[src/rtl/change_dispenser.sv]
// Coin-return payout engine: greedy 100/50/25 Krs payout with per-tube inventory.
// Optional build macro CHANGE_REFILL_EN adds refill/refill_sel ports for restocking tubes in IDLE.
module change_dispenser #(
  parameter int TUBE_W       = 4,
  parameter int INIT_25      = 8,
  parameter int INIT_50      = 4,
  parameter int INIT_100     = 2,
  parameter int EJECT_CYCLES = 2
) (
  input  logic              clk,
  input  logic              reset,
  input  logic              change_req,
  input  logic [7:0]        change_amt,
`ifdef CHANGE_REFILL_EN
  input  logic              refill,
  input  logic [1:0]        refill_sel,
`endif
  output logic              change_ack,
  output logic              busy,
  output logic              eject25,
  output logic              eject50,
  output logic              eject100,
  output logic              coin_done,
  output logic              short_err,
  output logic [7:0]        remaining,
  output logic [TUBE_W-1:0] cnt25,
  output logic [TUBE_W-1:0] cnt50,
  output logic [TUBE_W-1:0] cnt100
);

  typedef enum logic [2:0] {
    S_IDLE,
    S_SELECT,
    S_EJECT,
    S_GAP,
    S_DONE,
    S_ERR
  } state_t;

  localparam int EC_W = (EJECT_CYCLES > 1) ? $clog2(EJECT_CYCLES) : 1;
  localparam logic [EC_W-1:0] EC_LAST = EC_W'(EJECT_CYCLES - 1);

  // Tube index 0/1/2 holds 25/50/100 Krs coins.
  function automatic logic [7:0] denom(input logic [1:0] idx);
    case (idx)
      2'd0:    denom = 8'd25;
      2'd1:    denom = 8'd50;
      default: denom = 8'd100;
    endcase
  endfunction

  state_t            state_reg, state_next;
  logic [EC_W-1:0]   ej_cnt_reg, ej_cnt_next;
  logic [1:0]        sel_reg, sel_next;
  logic [7:0]        rem_reg, rem_next;
  logic [TUBE_W-1:0] tube_reg [3];
  logic [TUBE_W-1:0] tube_next [3];

  logic              ack_reg, ack_next;
  logic              busy_reg, busy_next;
  logic [2:0]        ej_reg, ej_next;
  logic              done_reg, done_next;
  logic              err_reg, err_next;

  logic [1:0]        pick;
  logic              pick_ok;

  always_ff @(posedge clk) begin
    if (reset) begin
      state_reg   <= S_IDLE;
      ej_cnt_reg  <= '0;
      sel_reg     <= 2'd0;
      rem_reg     <= 8'd0;
      tube_reg[0] <= TUBE_W'(INIT_25);
      tube_reg[1] <= TUBE_W'(INIT_50);
      tube_reg[2] <= TUBE_W'(INIT_100);
      ack_reg     <= 1'b0;
      busy_reg    <= 1'b0;
      ej_reg      <= 3'b000;
      done_reg    <= 1'b0;
      err_reg     <= 1'b0;
    end else begin
      state_reg   <= state_next;
      ej_cnt_reg  <= ej_cnt_next;
      sel_reg     <= sel_next;
      rem_reg     <= rem_next;
      tube_reg[0] <= tube_next[0];
      tube_reg[1] <= tube_next[1];
      tube_reg[2] <= tube_next[2];
      ack_reg     <= ack_next;
      busy_reg    <= busy_next;
      ej_reg      <= ej_next;
      done_reg    <= done_next;
      err_reg     <= err_next;
    end
  end

  always_comb begin
    state_next   = state_reg;
    ej_cnt_next  = ej_cnt_reg;
    sel_next     = sel_reg;
    rem_next     = rem_reg;
    tube_next[0] = tube_reg[0];
    tube_next[1] = tube_reg[1];
    tube_next[2] = tube_reg[2];
    ack_next     = 1'b0;
    pick         = 2'd0;
    pick_ok      = 1'b0;

    case (state_reg)
      S_IDLE: begin
        if (change_req) begin
          rem_next   = change_amt;
          ack_next   = 1'b1;
          state_next = S_SELECT;
        end
`ifdef CHANGE_REFILL_EN
        else if (refill) begin
          for (int i = 0; i < 3; i++) begin
            if (refill_sel == 2'(i) && tube_reg[i] != '1)
              tube_next[i] = tube_reg[i] + TUBE_W'(1);
          end
        end
`endif
      end

      S_SELECT: begin
        if (rem_reg == 8'd0) begin
          state_next = S_DONE;
        end else if (rem_reg % 8'd25 != 8'd0) begin
          state_next = S_ERR;
        end else begin
          // Largest coin first; a tube is only a candidate while it holds a coin.
          for (int i = 2; i >= 0; i--) begin
            if (!pick_ok && rem_reg >= denom(2'(i)) && tube_reg[i] != '0) begin
              pick_ok = 1'b1;
              pick    = 2'(i);
            end
          end
          if (pick_ok) begin
            sel_next        = pick;
            rem_next        = rem_reg - denom(pick);
            tube_next[pick] = tube_reg[pick] - TUBE_W'(1);
            ej_cnt_next     = '0;
            state_next      = S_EJECT;
          end else begin
            state_next = S_ERR;
          end
        end
      end

      S_EJECT: begin
        if (ej_cnt_reg == EC_LAST)
          state_next = S_GAP;
        else
          ej_cnt_next = ej_cnt_reg + EC_W'(1);
      end

      S_GAP:   state_next = S_SELECT;
      S_DONE:  state_next = S_IDLE;
      S_ERR:   state_next = S_IDLE;
      default: state_next = S_IDLE;
    endcase
  end

  // Output registers are loaded from the next state so they line up with it.
  always_comb begin
    busy_next = (state_next != S_IDLE);
    done_next = (state_next == S_DONE);
    err_next  = (state_next == S_ERR);
  end

  for (genvar gi = 0; gi < 3; gi++) begin : g_eject
    assign ej_next[gi] = (state_next == S_EJECT) && (sel_next == 2'(gi));
  end

  assign change_ack = ack_reg;
  assign busy       = busy_reg;
  assign eject25    = ej_reg[0];
  assign eject50    = ej_reg[1];
  assign eject100   = ej_reg[2];
  assign coin_done  = done_reg;
  assign short_err  = err_reg;
  assign remaining  = rem_reg;
  assign cnt25      = tube_reg[0];
  assign cnt50      = tube_reg[1];
  assign cnt100     = tube_reg[2];

endmodule

[config.mk]
export PLATFORM = sky130hd
export DESIGN_NAME = change_dispenser
export DESIGN_NICKNAME = d
export VERILOG_FILES = /design/src/rtl/change_dispenser.sv
export SDC_FILE = /design/constraint.sdc
export NUM_CORES = 1
export LEC_CHECK = 0
export ABC_AREA = 1
export CAP_MARGIN = 20
export CORE_MARGIN = 3
export CORE_UTILIZATION = 54
export CTS_CLUSTER_SIZE = 8
export DETAILED_ROUTE_END_ITERATION = 12
export PLACE_DENSITY = 0.77
export SETUP_SLACK_MARGIN = 0.05
export SKIP_CTS_REPAIR_TIMING = 1
export SLEW_MARGIN = 20
export SYNTH_ARGS = -nofsm -noshare
export SYNTH_HDL_FRONTEND = slang
export SYNTH_SLANG_ARGS = --single-unit
[constraint.sdc]
create_clock -name clk -period 4.45 [get_ports clk]
set_clock_uncertainty 0.2 [all_clocks]
set_input_delay 0.89 -clock clk [delete_from_list [all_inputs] [get_ports clk]]
set_output_delay 0.89 -clock clk [all_outputs]
set_load 0.1 [all_outputs]
# [Word level (Yosys, flattened, before mapping)]
# Memory sizes are Yosys's and may differ from the RTL's.
# Cells that the tools add are included.
[word_totals] register_bits=21 output_inout_bits=27 mem_bits_rw=12 mem_count=1
[op_classes] n_div=1 n_reduce_logical=25 bitwise=5 n_eq_ne=13 n_mux=66 add_sub_neg=3 order_cmp=5
[memory_table] name="tube_reg" words=3 word_bits=4 read_ports=4 rd_ports_with_merged_regs=0 write_ports=3 line_no="56" text="logic [TUBE_W-1:0] tube_reg [3];"
[ops] operator="2-to-1 mux 8 bit" n=17
[ops] operator="2-to-1 mux 12 bit" n=4
[ops] operator=">= comparator 8 bit" n=3
[ops] operator="2-to-1 mux 1 bit" n=20
[ops] operator="2-to-1 mux 2 bit" n=10
[ops] operator="2-to-1 mux 4 bit" n=4
[ops] operator="case mux 8 bit (2 select lines)" n=1
[ops] operator="2-to-1 mux 3 bit" n=5
[ops] operator="case mux 7 bit (2 select lines)" n=1
[ops] operator="bitwise mux 12 bit" n=1
[ops] operator="case mux 3 bit (4 select lines)" n=1
[ops] operator="nonzero test 4 bit" n=3
[ops] operator="equality test 3 x 2 -> 1 bit, second input constant" n=3
[ops] operator="logical AND 1 bit" n=9
[ops] operator="demux 4 bit (select 2 bit)" n=1
[ops] operator="logical NOT 8 bit" n=1
[ops] operator="modulo 8 x 5 -> 8 bit, second input constant" n=1
[ops] operator="inequality test 2 bit, second input constant" n=4
[ops] operator="nonzero test 8 bit" n=1
[ops] operator="subtractor 8 bit" n=1
[ops] operator="equality test 3 bit, second input constant" n=2
[ops] operator="AND reduction 5 bit" n=1
[ops] operator="equality test 2 x 1 -> 1 bit, second input constant" n=2
[ops] operator="logical NOT 2 bit" n=2
[ops] operator="16 further kinds" n=20

# [Longest topological paths before layout]
[depth] depth_word=36 depth_mapped=31 mapped_depth_nobuf=31

# [Least setup slack after synthesis]
# No wires, ideal clock.
[synth_path] path_kind="flip-flop to flip-flop" startpoint="register rem_reg[3], in the netlist remaining[3]" endpoint="register rem_reg[4], in the netlist remaining[4]" setup_slack_ps=131 period_less_slack_ps=4319 required_ps=4131 path_buffers=0 t_arrival_ps=4001 stages_incl_launch_ff=29 cell_sequence="dfxtp_1 -> inv_1 -> nand2_1 -> nand2_1 -> nand2_1 -> nand3_1 -> nand2_1 -> inv_2 -> ha_1 -> inv_1 -> nand3_1 -> nand3_2 -> nand2_1 -> nand2_2 -> nand2_4 -> nand2_1 -> nand2_1 -> ha_1 -> nand2_1 -> inv_1 -> nand2_2 -> a21oi_4 -> nand3_4 -> nor2_2 -> nand2_2 -> nand2_4 -> inv_4 -> nor2_1 -> nor2_1"
[synth_via] elab_chain_cells=31 word_cells_on_any_way=47
[synth_lines] element="start: declaration" line_no="55" text="logic [7:0] rem_reg, rem_next;"
[synth_lines] element="start signal: assignment" line_no="86" text="rem_reg <= rem_next;"
[synth_lines] element="parallel branches: the longest is 31 deep, another holds modulo 8 x 5 -> 8 bit"
# Parallel ways; which one is timed is not known. The select of a mux whose other input is x is not followed.
# A chain may end at the register's enable or synchronous reset.

# [Worst setup path in the final report]
[layout_path] startpoint="register rem_reg[4], in the netlist remaining[4]" endpoint="register rem_reg[0], in the netlist remaining[0]"
# The elaborated chain is that of the path after synthesis.

==> results.md <==
- Slowest library cell on the worst path: dfxtp_1
- CTS root buf: clkbuf_8
- Synth Area in XOR/XNOR: 0.0418
- Clock-pin slew on the worst setup and hold paths: 70 ps
- Placer's final routability congestion estimate: 0.892
- Clock latency at the later pin of the worst-skew pair: 290 ps
- Initial antenna violation count: 0
- Clock Sinks: 33
- Worst setup path start: remaining[4]$_SDFFE_PP0P_
- Crit path required time: 4480 ps
- Die area: 5460 sq um
- R2R Path Start: remaining[4]$_SDFFE_PP0P_
- Via/cell ratio: 5.29
- TritonCTS clock tree: yes
- Final setup fails: 0
- IO buf count: 37
- First-pass GRT wire length: 10.3 mm
- Met1 wire length: 2.85 mm
- Worst setup margin: 579 ps
- Setup crit end kind: register
- CTS buffer count: 5
- Post-Synth Simple-Gate Area: 0.380
- Yosys warnings: 0
- CP endpoint: remaining[0]$_SDFFE_PP0P_
- Final Net Count: 435
- Worst Hold Launch: ej_cnt_reg$_SDFFE_PP0P_
- WP data arrival: 3900 ps
- Largest register FFs: 12
- FF-to-FF setup slack: 580 ps
- Drc violations: 0
- Length of the first detailed-routing pass in iterations: 5
- Worst slew margin: 0.329
- Setup WS pre-CTS: 605 ps
- Fmax: 0.258 GHz
- Largest family of logic cells by synthesized area: simple AND/OR/NAND/NOR gates
- Startpoint Class: register
- Slowest stage delay, CP: 430 ps
- Hold Fails Final Rpt: 0
- GR Util All Layers: 0.241
- Grt total ovfl: 0
- Yosys reg bits: 33
- Synth Flop Type: dfxtp_1
- Largest net degree at the start of global routing: 27
- Crit share post-route: 0.870
- Max-Cap Viols: 0
- Die Height: 73.9 um
- CP Class: reg2reg
- Number of diodes: 0
- Max layer used: met4
- Max-slew violations: 0
- Routed wire length: 5.99 mm
- WL met2: 2.69 mm
- I/O Pins: 38
- FF-to-FF End: remaining[0]$_SDFFE_PP0P_
- Reg2Reg Depth: 30
- Synth Instances: 371
- Syn Area/Cell: 6.70 sq um
- Number of global-route vias before repair: 2265
- Seq/Total Area, Yosys: 0.266
- Clk buf depth: 2
- Core area: 4410 sq um
- Mapped Area: 2490 sq um
- HPWL Detailed: 4.61 mm
- ANT nets after route: 0
- CP Max Fanout: 10
- Post-synth EDFFs: 0
- Tmin final: 3870 ps
- Synth Area in Adders: 0.0634
- Share of layout cells above drive strength 1: 0.138
- Initial DRC Count: 201
- FP Rows: 24
- Post-synthesis mux area share: 0.0121
- Final TNS setup: 0 ps
- Routed WL per cell: 12.9 um
- Area growth from synthesis to layout: 20.2%
- Ys async rst share: 0
- Post-synthesis compound-gate area fraction: 0.138
- Synth unique cells: 44
- Top cell by count, worst path: nand2_1
- Tightest Pin Transition: 1000 ps
- CTS H-tree lvls: 2
- RSZ-0062 raised after global routing: no
- Initial Utilization: 0.563
- Die X-Extent: 73.9 um
- Synth Net Count: 394
- Post-Route Utilization: 0.677
- Min-delay worst type: reg2reg
- Metal3 WL: 309 um
- Status: finished, final reports clean
- Vias post-DR: 2458
[worst min-delay path by stage]
| stage | end | slack (ps) | cells after the start |
|---|---|---|---|
| detailed placement | ej_cnt_reg$_SDFFE_PP0P_ | 260 | 2 |
| floorplan | ej_cnt_reg$_SDFFE_PP0P_ | 230 | 2 |
| CTS | ej_cnt_reg$_SDFFE_PP0P_ | 270 | 2 |
| global route | ej_cnt_reg$_SDFFE_PP0P_ | 280 | 2 |
| global placement | ej_cnt_reg$_SDFFE_PP0P_ | 250 | 2 |
| finish | ej_cnt_reg$_SDFFE_PP0P_ | 270 | 2 |
[layout by cell type, fill, tap and decap left out, drive strengths merged, types with 2 or more instances in the layout]
cell           synthesis  final
nor2                  42     42
inv                   60     60
nand4                  5      5
clkinv                 1      3
ha                    11     11
a21oi                 19     19
nand2                110    110
clkdlybuf4s50          0     37
clkbuf                 2      6
mux2i                  3      3
o21bai                 2      2
nand3                 25     25
dfxtp                 33     33
nor3                   7      7
o211ai                 5      5
xor2                  10     10
a31oi                  2      2
o21ai                 21     21
[logic make-up (layout without fill, tap and decap cells)]
logic type      after synthesis  after routing
xor+xnor                     11             11
fa+ha+maj                    12             12
flops                        33             33
mux                           3              3
buf+inv                      64            106
simple gates                193            193
compound gates               55             55
[layer usage]
metal	track usage	up-vias
met5	0	-
met3	0.0424	17
li1	-	1280
met2	0.356	77
met1	0.334	1084
met4	0.117	0
[worst max-delay path: cells and delay by family (launching register included)]
kind	cells	cell delay, ps
AND/OR/NAND/NOR	22	2260
flip-flops	1	430
buffers and inverters	5	310
adder cells (fa/ha/maj)	2	470
AO/OA/AOI/OAI	1	140
[area by class of cell]
type | count | area, sq um
Multi-Input combinational cell | 274 | 1580
Fill cell | 420 | 1420
Sequential cell | 33 | 661
Timing Repair Buffer | 37 | 370
Inverter | 61 | 231
Clock buffer | 6 | 72.6
Tap cell | 52 | 65.1
Clock inverter | 2 | 10.0
[per-stage QoR]
stage               hold slack [ps]  area, sq um  instances
finish                          269         2990        465
global route                    284         2990        465
CTS                             268         2990        465
detailed placement              258         2910        457
global placement                251         2910        457
floorplan                       233         2490        371
[cells in the mapped netlist (all sizes together), types with 2 or more instances]
| master | instances | area share |
|---|---|---|
| ha | 11 | 0.055 |
| o21ai | 21 | 0.045 |
| nor3 | 7 | 0.021 |
| nand2 | 110 | 0.19 |
| o211ai | 5 | 0.015 |
| nor2 | 42 | 0.078 |
| a31oi | 2 | 0.0050 |
| clkbuf | 2 | 0.0030 |
| o21bai | 2 | 0.0060 |
| xor2 | 10 | 0.038 |
| nand3 | 25 | 0.063 |
| nand4 | 5 | 0.013 |
| dfxtp | 33 | 0.27 |
| inv | 60 | 0.092 |
| a21oi | 19 | 0.043 |
| mux2i | 3 | 0.012 |
Power is left out: the tool's default activity adds up to more than one toggle a clock period on the data nets, which glitch-free logic cannot reach.
